**src/rtl/rb1_arbiter.sv**
```systemverilog
// Round-robin arbiter sharing the single-port RB1 register bank between the host
// port (0) and the S1 streaming reader (1), with per-port burst lock.
module rb1_arbiter #(
    parameter int DEPTH = 18,
    parameter int AW    = 5,
    parameter int DW    = 8
) (
    input  logic          clk,
    input  logic          rst,
    input  logic          req0,
    input  logic          req1,
    input  logic          lock0,
    input  logic          lock1,
    input  logic          rw0,
    input  logic          rw1,
    input  logic [AW-1:0] addr0,
    input  logic [AW-1:0] addr1,
    input  logic [DW-1:0] wdata0,
    input  logic [DW-1:0] wdata1,
    output logic          gnt0,
    output logic          gnt1,
    output logic          rvalid0,
    output logic          rvalid1,
    output logic [DW-1:0] rdata0,
    output logic [DW-1:0] rdata1,
    output logic          err0,
    output logic          err1,
    output logic          RB1_RW,
    output logic [AW-1:0] RB1_A,
    output logic [DW-1:0] RB1_D,
    input  logic [DW-1:0] RB1_Q
);

    typedef enum logic [1:0] {IDLE, OWN0, OWN1} state_t;

    localparam logic [AW:0] DEPTH_W = (AW+1)'(DEPTH);

    state_t state;
    state_t state_nx;
    logic   rr_last;
    logic   rd_pend0, rd_pend1;
    logic   oor_pend0, oor_pend1;
    logic   in0, in1;
    logic   issue0, issue1;

    assign in0    = ({1'b0, addr0} < DEPTH_W);
    assign in1    = ({1'b0, addr1} < DEPTH_W);
    // Entering or staying in OWNi always implies req_i is high.
    assign issue0 = (state_nx == OWN0);
    assign issue1 = (state_nx == OWN1);

    always_comb begin
        state_nx = state;
        case (state)
            IDLE: begin
                if (req0 && req1)
                    state_nx = rr_last ? OWN0 : OWN1;
                else if (req0)
                    state_nx = OWN0;
                else if (req1)
                    state_nx = OWN1;
                else
                    state_nx = IDLE;
            end
            OWN0: begin
                if (req0)
                    state_nx = (!lock0 && req1) ? OWN1 : OWN0;
                else
                    state_nx = req1 ? OWN1 : IDLE;
            end
            OWN1: begin
                if (req1)
                    state_nx = (!lock1 && req0) ? OWN0 : OWN1;
                else
                    state_nx = req0 ? OWN0 : IDLE;
            end
            default: state_nx = IDLE;
        endcase
    end

    always_ff @(posedge clk or negedge rst) begin
        if (!rst) begin
            state     <= IDLE;
            rr_last   <= 1'b1;
            gnt0      <= 1'b0;
            gnt1      <= 1'b0;
            err0      <= 1'b0;
            err1      <= 1'b0;
            rd_pend0  <= 1'b0;
            rd_pend1  <= 1'b0;
            oor_pend0 <= 1'b0;
            oor_pend1 <= 1'b0;
            rvalid0   <= 1'b0;
            rvalid1   <= 1'b0;
            rdata0    <= '0;
            rdata1    <= '0;
            RB1_RW    <= 1'b1;
            RB1_A     <= '0;
            RB1_D     <= '0;
        end else begin
            state <= state_nx;
            if (issue0)
                rr_last <= 1'b0;
            else if (issue1)
                rr_last <= 1'b1;

            gnt0      <= issue0;
            gnt1      <= issue1;
            err0      <= issue0 && !in0;
            err1      <= issue1 && !in1;
            rd_pend0  <= issue0 && in0 && rw0;
            rd_pend1  <= issue1 && in1 && rw1;
            oor_pend0 <= issue0 && !in0;
            oor_pend1 <= issue1 && !in1;

            // Out-of-range accesses park the bus on a harmless read of address 0.
            RB1_RW <= 1'b1;
            if (issue0) begin
                if (in0) begin
                    RB1_A  <= addr0;
                    RB1_RW <= rw0;
                    RB1_D  <= wdata0;
                end else begin
                    RB1_A  <= '0;
                end
            end else if (issue1) begin
                if (in1) begin
                    RB1_A  <= addr1;
                    RB1_RW <= rw1;
                    RB1_D  <= wdata1;
                end else begin
                    RB1_A  <= '0;
                end
            end

            rvalid0 <= rd_pend0 || oor_pend0;
            rvalid1 <= rd_pend1 || oor_pend1;
            if (oor_pend0)
                rdata0 <= '0;
            else if (rd_pend0)
                rdata0 <= RB1_Q;
            if (oor_pend1)
                rdata1 <= '0;
            else if (rd_pend1)
                rdata1 <= RB1_Q;
        end
    end

endmodule

```
**config.mk**
```make
export PLATFORM = sky130hd
export DESIGN_NAME = rb1_arbiter
export DESIGN_NICKNAME = d
export VERILOG_FILES = /design/src/rtl/rb1_arbiter.sv
export SDC_FILE = /design/constraint.sdc
export NUM_CORES = 1
export LEC_CHECK = 0
export ABC_AREA = 1
export CAP_MARGIN = 20
export CORE_AREA = 2 2 68 70
export CTS_CLUSTER_SIZE = 24
export DETAILED_ROUTE_END_ITERATION = 12
export DIE_AREA = 0 0 70 72
export DONT_BUFFER_PORTS = 1
export HOLD_SLACK_MARGIN = 0.1
export PLACE_DENSITY_LB_ADDON = 0.2
export SLEW_MARGIN = 5
export SYNTH_ARGS = -nofsm -noshare
export SYNTH_HDL_FRONTEND = slang
export SYNTH_SLANG_ARGS = --single-unit
```
**constraint.sdc**
```tcl
create_clock -name clk -period 2 [get_ports clk]
set_input_delay 0.3 -clock clk [delete_from_list [all_inputs] [get_ports clk]]
set_output_delay 0.3 -clock clk [all_outputs]
set_load 0.1 [all_outputs]
```
# Yosys cells after proc, flatten, opt, wreduce, memory -nomap -nowiden
# Index checks and enable logic that the tools add are counted.
[classes] order_cmp=2 mul=0 div_mod_pow=0 bitwise_logic=0 n_reduce_logical=21 shifts=0 n_addsub=0 n_eq_ne=5 n_mux=28
[op_table] operator="$mux W8" count=8
[op_table] operator="$mux W5" count=4
[op_table] operator="$mux W2" count=8
[op_table] operator="$lt A5 B5 Y1 const B" count=2
[op_table] operator="$logic_and A1 B1 Y1" count=9
[op_table] operator="$reduce_bool A2 Y1" count=4
[op_table] operator="$mux W1" count=7
[op_table] operator="$pmux W2 S3" count=1
[op_table] operator="$eq A2 B1 Y1 const B" count=2
[op_table] operator="$eq A2 B2 Y1 const B" count=2
[op_table] operator="$logic_not A1 Y1" count=4
[op_table] operator="$reduce_and A3 Y1" count=1
[op_table] operator="$logic_not A2 Y1" count=1
[op_table] operator="$logic_or A1 B1 Y1" count=2
[op_table] operator="$ne A2 B2 Y1 const B" count=1
[totals] elab_cells=71 latchBits=0 romBits=0 reg_bits=41 memories=0 ramBits=0

# Depth between registers and ports, before layout
# Gate-level depths: netlist of run 1.
[logic_depth] ltp_word=8 ltp_mapped=13 mapped_depth_nobuf=11

# Worst setup path after synthesis of run 1
# OpenSTA, ideal clock, no wires.
[synth_timing] path_type="flip-flop to flip-flop" start="register rr_last" end="register RB1_D[0]" t_arrival_ns=1.678 path_buffers=1 period_less_slack_ns=1.800 setup_slack_ns=0.200 setup_ns=0.122 stages_incl_launch_ff=12 path_cell_list="dfstp_2 inv_1 o211ai_1 nand3_1 inv_1 ha_1 buf_6 nor2_2 a21oi_4 nand2_4 nand2_1 nand2_1"
[synth_via] elab_chain_cells=6 word_cells_on_any_way=10 classes_between="eq/ne (3); mux (4); reduce/logical (3)"
[synth_lines] element="start: declaration" line="40" source="logic rr_last;"
[synth_lines] element="start signal: assignment" line="84" source="rr_last <= 1'b1;"
[synth_lines] element="start signal: assignment" line="103" source="rr_last <= 1'b0;"
[synth_lines] element="start signal: assignment" line="105" source="rr_last <= 1'b1;"
[synth_lines] element="$mux W2 *" line="57" source="state_nx = rr_last ? OWN0 : OWN1;"
[synth_lines] element="$mux W2 *" line="56" source="if (req0 && req1)"
[synth_lines] element="$pmux W2 S3 *" line="54" source="case (state)"
[synth_lines] element="via state_nx[1]" line="39" source="state_t state_nx;"
[synth_lines] element="$eq A2 B1 Y1 *" line="49" source="assign issue0 = (state_nx == OWN0);"
[synth_lines] element="via issue0" line="44" source="logic issue0, issue1;"
[synth_lines] element="$ne A2 B2 Y1 (no source line) / $reduce_bool A2 Y1 (equally long branches)"
[synth_lines] element="$reduce_and A3 Y1 (no source line)"
[synth_lines] element="end signal: assignment" line="122" source="RB1_D <= wdata0;"
[synth_lines] element="end signal: assignment" line="130" source="RB1_D <= wdata1;"
[synth_lines] element="end: declaration" line="30" source="output logic [DW-1:0] RB1_D,"
# The timed path passes the listed nets; every way through them passes the cells marked *.
# A chain may end at the register's enable or synchronous reset.

# Worst setup path in the final report of run 1
[layout_timing] start="register rr_last" end="register RB1_D[1]"
# Same word-level chain as after synthesis.

==> flow_metrics.py, run 1 <==
metrics = {
    "status": {
        "status": "finished clean",
    },
    "timing": {
        "hold_viol": 0,
        "max_freq_mhz": 534,
        "fin_skew_ps": 7.49,
        "rsz0062_at_grt": "yes",
        "worstMarginPinSlew_ps": 503,
        "max_slew_margin_pct": 66.5,
        "layout_min_cycle_time_ps": 1870,
        "finalMaxSlewViolations": 0,
        "post-route-period-util_pct": 93.6,
        "final-setup-viol-count": 0,
    },
    "clock_tree": {
        "cts_sinks": 41,
        "cts_root_buf": "clkbuf_8",
        "clockBufferDepth": 2,
        "tritoncts": "built",
        "clock_latency_ps": 290,
        "cts_buffers": 5,
        "htree_levels": 2,
        "path_clk_slew_ps": 80,
    },
    "floorplanning": {
        "start_util_pct": 43.7,
        "rows": 24,
        "die_area_mm2": 0.00504,
        "fp.dieW_um": 70,
        "die_h_um": 72,
        "core_mm2": 0.00426,
        "io-pin-count": 78,
    },
    "setup_path": {
        "arrival_ps": 2060,
        "worstPathRequired_ps": 2190,
        "r2r_cells": 10,
        "path_max_fanout": 12,
        "endpoint_kind": "flop",
        "startpoint_type": "flop",
        "worstSetupPathType": "flop to flop",
    },
    "route": {
        "viasPerCell": 4.86,
        "vias": 1530,
        "post_drt_wl_per_cell_um": 13.0,
        "drt_pass1_iterations": 4,
        "ant_nets": 0,
        "drc": 0,
        "totalWireLength_um": 4110,
        "dr.first_iter.drc_count": 68,
    },
    "cells_and_area": {
        "layout_common_cells": "nand2_1, inv_1, dfrtp_1, buf_4, nand3_1",
        "diodes": 0,
        "syn2layout_area_growth_pct": 27.1,
        "fin_nets": 306,
        "final_common_cell": "nand2_1",
        "finish.utilization_pct": 55.6,
        "drive_above_1_share_pct": 23.6,
    },
    "placed_design": {
        "place_hpwl_um": 3020,
        "port-buffer-count": 0,
        "gp_congestion": 0.761,
    },
    "flow_run": {
        "cap_violations": 0,
    },
    "global_route": {
        "grt_pass1_wl_um": 6880,
        "antenna_found_initial": 0,
        "grt_pass1_vias": 1554,
        "grt_max_degree": 42,
        "gr-total-overflow": 0,
        "grtUsageTotal_pct": 17.1,
    },
    "synth": {
        "syn_area_per_cell_um2": 8.52,
        "yosys_register_bits": 41,
        "synthDistinctLibCells": 23,
        "synth.net_count": 263,
        "ys.flop_type": "dfrtp_1",
        "async_flop_share_pct": 100,
        "netlist_area_mm2": 0.00187,
        "synthCells": 219,
        "yosys_warnings": 0,
        "synth-edff-count": 0,
        "ys_seq_area_share_pct": 55.1,
    },
    "worst_hold_path": {
        "whs_path_depth": 2,
        "hp-class": "input pin to flop",
    },
}
synth_stat cells, types with 2 or more instances:
cell	instances	area share, %
nand2_1	61	12
inv_1	46	9.3
dfrtp_1	39	52
nand3_1	18	4.8
o22ai_1	16	5.4
nor2_1	10	2.0
o211ai_1	5	2.0
buf_2	3	0.80
a31oi_1	2	0.67
dfstp_2	2	2.8
ha_1	2	1.3
nor2_2	2	0.67
o21ai_0	2	0.54
or2_2	2	0.67
per-layer routing:
layer	wire length, µm	GRT usage, %	vias up
met5	0	0	-
met1	1780	20.9	682
li1	-	-	772
met2	1920	28.1	68
met3	351	6.39	8
met4	59	5.56	0
through the flow:
stage	hold slack, ps	TNS, ps	instances	setup WS [ps]	cell area, µm²
after floorplan	4.41	0	219	200	1870
after global placement	5.40	0	304	54.1	2190
after detailed placement	5.36	0	304	8.69	2190
after CTS	127	0	314	53.9	2330
after global routing	136	-36.0	315	-30.8	2370
final	132	0	315	129	2370
kinds of logic (layout without fill, tap and decap cells):
family	Yosys count	after routing	synth area share, %
buffers and inverters	51	95	11.1
AO/OA/AOI/OAI	28	28	10.2
flip-flops	41	41	55.1
adder cells (fa/ha/maj)	2	2	1.34
AND/OR/NAND/NOR	97	97	22.3
worst max-delay path, cell delays in order, from the launching register on:
cell        delay, ps
dfstp_2           530
inv_1              50
o211ai_1          160
nand3_1           160
inv_1             120
ha_4              190
clkinvlp_4        230
nand2_1           120
nand2_1            60
nand3_1            90
nand2_1            60
area by class of cell:
cell class                 instances  area (µm²)
multi-input combinational        127         658
inverter                          46         176
clock inverter                     2        35.0
sequential                        41        1030
timing repair buffer              41         335
clock buffer                       6        72.6
fill                             405        1890
tap                               52        65.1
state kept, by name, indices dropped and copies added (netlist names), 2 cells and up:
name	flops
rdata1	8
RB1_A	5
RB1_D	8
state	2
rdata0	8
repair_timing:
action                                  4_1_cts  5_1_grt
buffers inserted                              0        1
hold buffers                                  2        0
endpoints found under the setup margin        2       11
gates resized for setup                       1        6
hold endpoints to repair                     41        0
path summary, 6_finish.rpt:
path / end / slack [ps] / from
setup / recovery: RB1_D[1] / 130 / rr_last
hold / removal: rd_pend0 / 130 / rw0
setup reg to reg: RB1_D[1] / 130 / rr_last
hold reg to reg: RB1_D[4] / 480 / RB1_D[4]
max in group asynchronous: rr_last / 1270 / rst
min in group asynchronous: rdata1[1] / 470 / rst
Power of run 1 is left out: the tool's default activity adds up to more than one toggle a clock period on the data nets, which glitch-free logic cannot reach.
==> inputs of run 2 (changes only) <==
- PLACE_DENSITY: unset -> 0.62
- PLACE_DENSITY_LB_ADDON: 0.2 -> unset
==> flow_metrics.py, run 2 (synthesized netlist as in run 1, its figures left out) <==
metrics = {
    "status": {
        "status": "finished clean",
    },
    "placed_design": {
        "placed_area_mm2": 0.00219,
        "dp_cells": 305,
        "gp_congestion": 0.761,
        "port-buffer-count": 0,
        "place_hpwl_um": 2970,
    },
    "worst_hold_path": {
        "hp-class": "input pin to flop",
    },
    "cells_and_area": {
        "fillers": 399,
        "fin_nets": 311,
        "final_cells": 320,
        "layout_common_cells": "nand2_1, inv_1, buf_4, dfrtp_1, nand3_1",
        "reg_top3": "RB1_D x8, rdata0 x8, rdata1 x8",
        "final_common_cell": "nand2_1",
        "final_area_mm2": 0.00236,
        "syn2layout_area_growth_pct": 26.5,
        "diodes": 0,
        "drive_above_1_share_pct": 24.6,
    },
    "route": {
        "viasPerCell": 4.87,
        "drt_pass1_iterations": 4,
        "vias": 1558,
        "totalWireLength_um": 4130,
        "dr.first_iter.drc_count": 95,
        "drc": 0,
        "post_drt_wl_per_cell_um": 12.9,
        "ant_nets": 0,
    },
    "setup_path": {
        "arrival_ps": 2070,
        "cp_slowest_cell": "dfrtp_1",
        "startpoint_type": "flop",
        "path_buf_inv": 2,
        "crit_top_cell": "nand3_1",
        "endpoint_kind": "flop",
        "cp_top_family": "simple AND/OR/NAND/NOR gates",
        "critPathMaxStageDelay_ps": 400,
        "cp_cell_sequence": "nor2_1 > o211ai_1 > nand3_1 > inv_1 > ha_2 > a21oi_4 > buf_4 > nand3_1 > nand2_1",
        "worstSetupPathType": "flop to flop",
        "worstPathRequired_ps": 2230,
        "path_max_fanout": 6,
    },
    "floorplanning": {
        "die_h_um": 72,
        "io-pin-count": 78,
        "start_util_pct": 43.7,
        "fp.dieW_um": 70,
        "die_area_mm2": 0.00504,
        "rows": 24,
        "core_mm2": 0.00426,
    },
    "clock_tree": {
        "htree_levels": 2,
        "cts_root_buf": "clkbuf_8",
        "tritoncts": "built",
        "cts_buffers": 5,
        "path_clk_slew_ps": 80,
        "clock_latency_ps": 290,
        "cts_sinks": 41,
        "clockBufferDepth": 2,
    },
    "timing": {
        "final.setup.tns_ps": 0,
        "finalMaxSlewViolations": 0,
        "worstMarginPinSlew_ps": 500,
        "post-route-period-util_pct": 92.3,
        "max_freq_mhz": 542,
        "layout_min_cycle_time_ps": 1850,
        "hold_viol": 0,
        "max_slew_margin_pct": 66.8,
        "final-setup-viol-count": 0,
        "fin_skew_ps": 6.50,
    },
    "global_route": {
        "grt_pass1_vias": 1470,
        "grtUsageTotal_pct": 16.5,
        "grt_max_degree": 42,
        "gr-total-overflow": 0,
        "antenna_found_initial": 0,
        "grt_pass1_wl_um": 6540,
    },
    "flow_run": {
        "cap_violations": 0,
    },
}
run 2: metal layers:
metal | routed length [µm] | track usage (%)
met2 | 1990 | 27.4
met5 | 0 | 0
met4 | 42 | 6.41
met3 | 314 | 4.31
met1 | 1780 | 20.8
run 2: per-stage QoR:
stage	hold WS [ps]	utilization, %	setup WS (ps)
after floorplan	4.41	-	200
after global placement	5.43	51.3	144
after detailed placement	5.57	51.3	90.2
after CTS	124	54.1	62.4
after global routing	126	55.3	-22.2
final	133	55.3	155
run 2: final cells by class:
class                      count  area [µm²]  area share [%]
inverter                      46         176            7.48
timing repair buffer          46         358            15.2
clock inverter                 3        17.5           0.742
tap                           52        65.1            2.76
multi-input combinational    127         646            27.4
sequential                    41        1030            43.6
clock buffer                   5        68.8            2.92
run 2: repair_timing:
item	CTS	global route
hold endpoints to repair	41	0
hold buffers	2	0
gates resized for setup	0	4
setup endpoints to repair	0	13
buffers inserted	0	5
run 2: worst paths after layout:
path                               start       end  slack (ps)  cells after the start
min in group asynchronous            rst      gnt1         490                      2
worst max register to register  state[0]  RB1_D[5]         150                      9
worst max-delay path            state[0]  RB1_D[5]         150                      9
worst min register to register  RB1_D[3]  RB1_D[3]         480                      2
max in group asynchronous            rst   rr_last        1260                      2
worst min-delay path                 rw1  rd_pend1         130                      2
Power of run 2 is left out for the same reason.
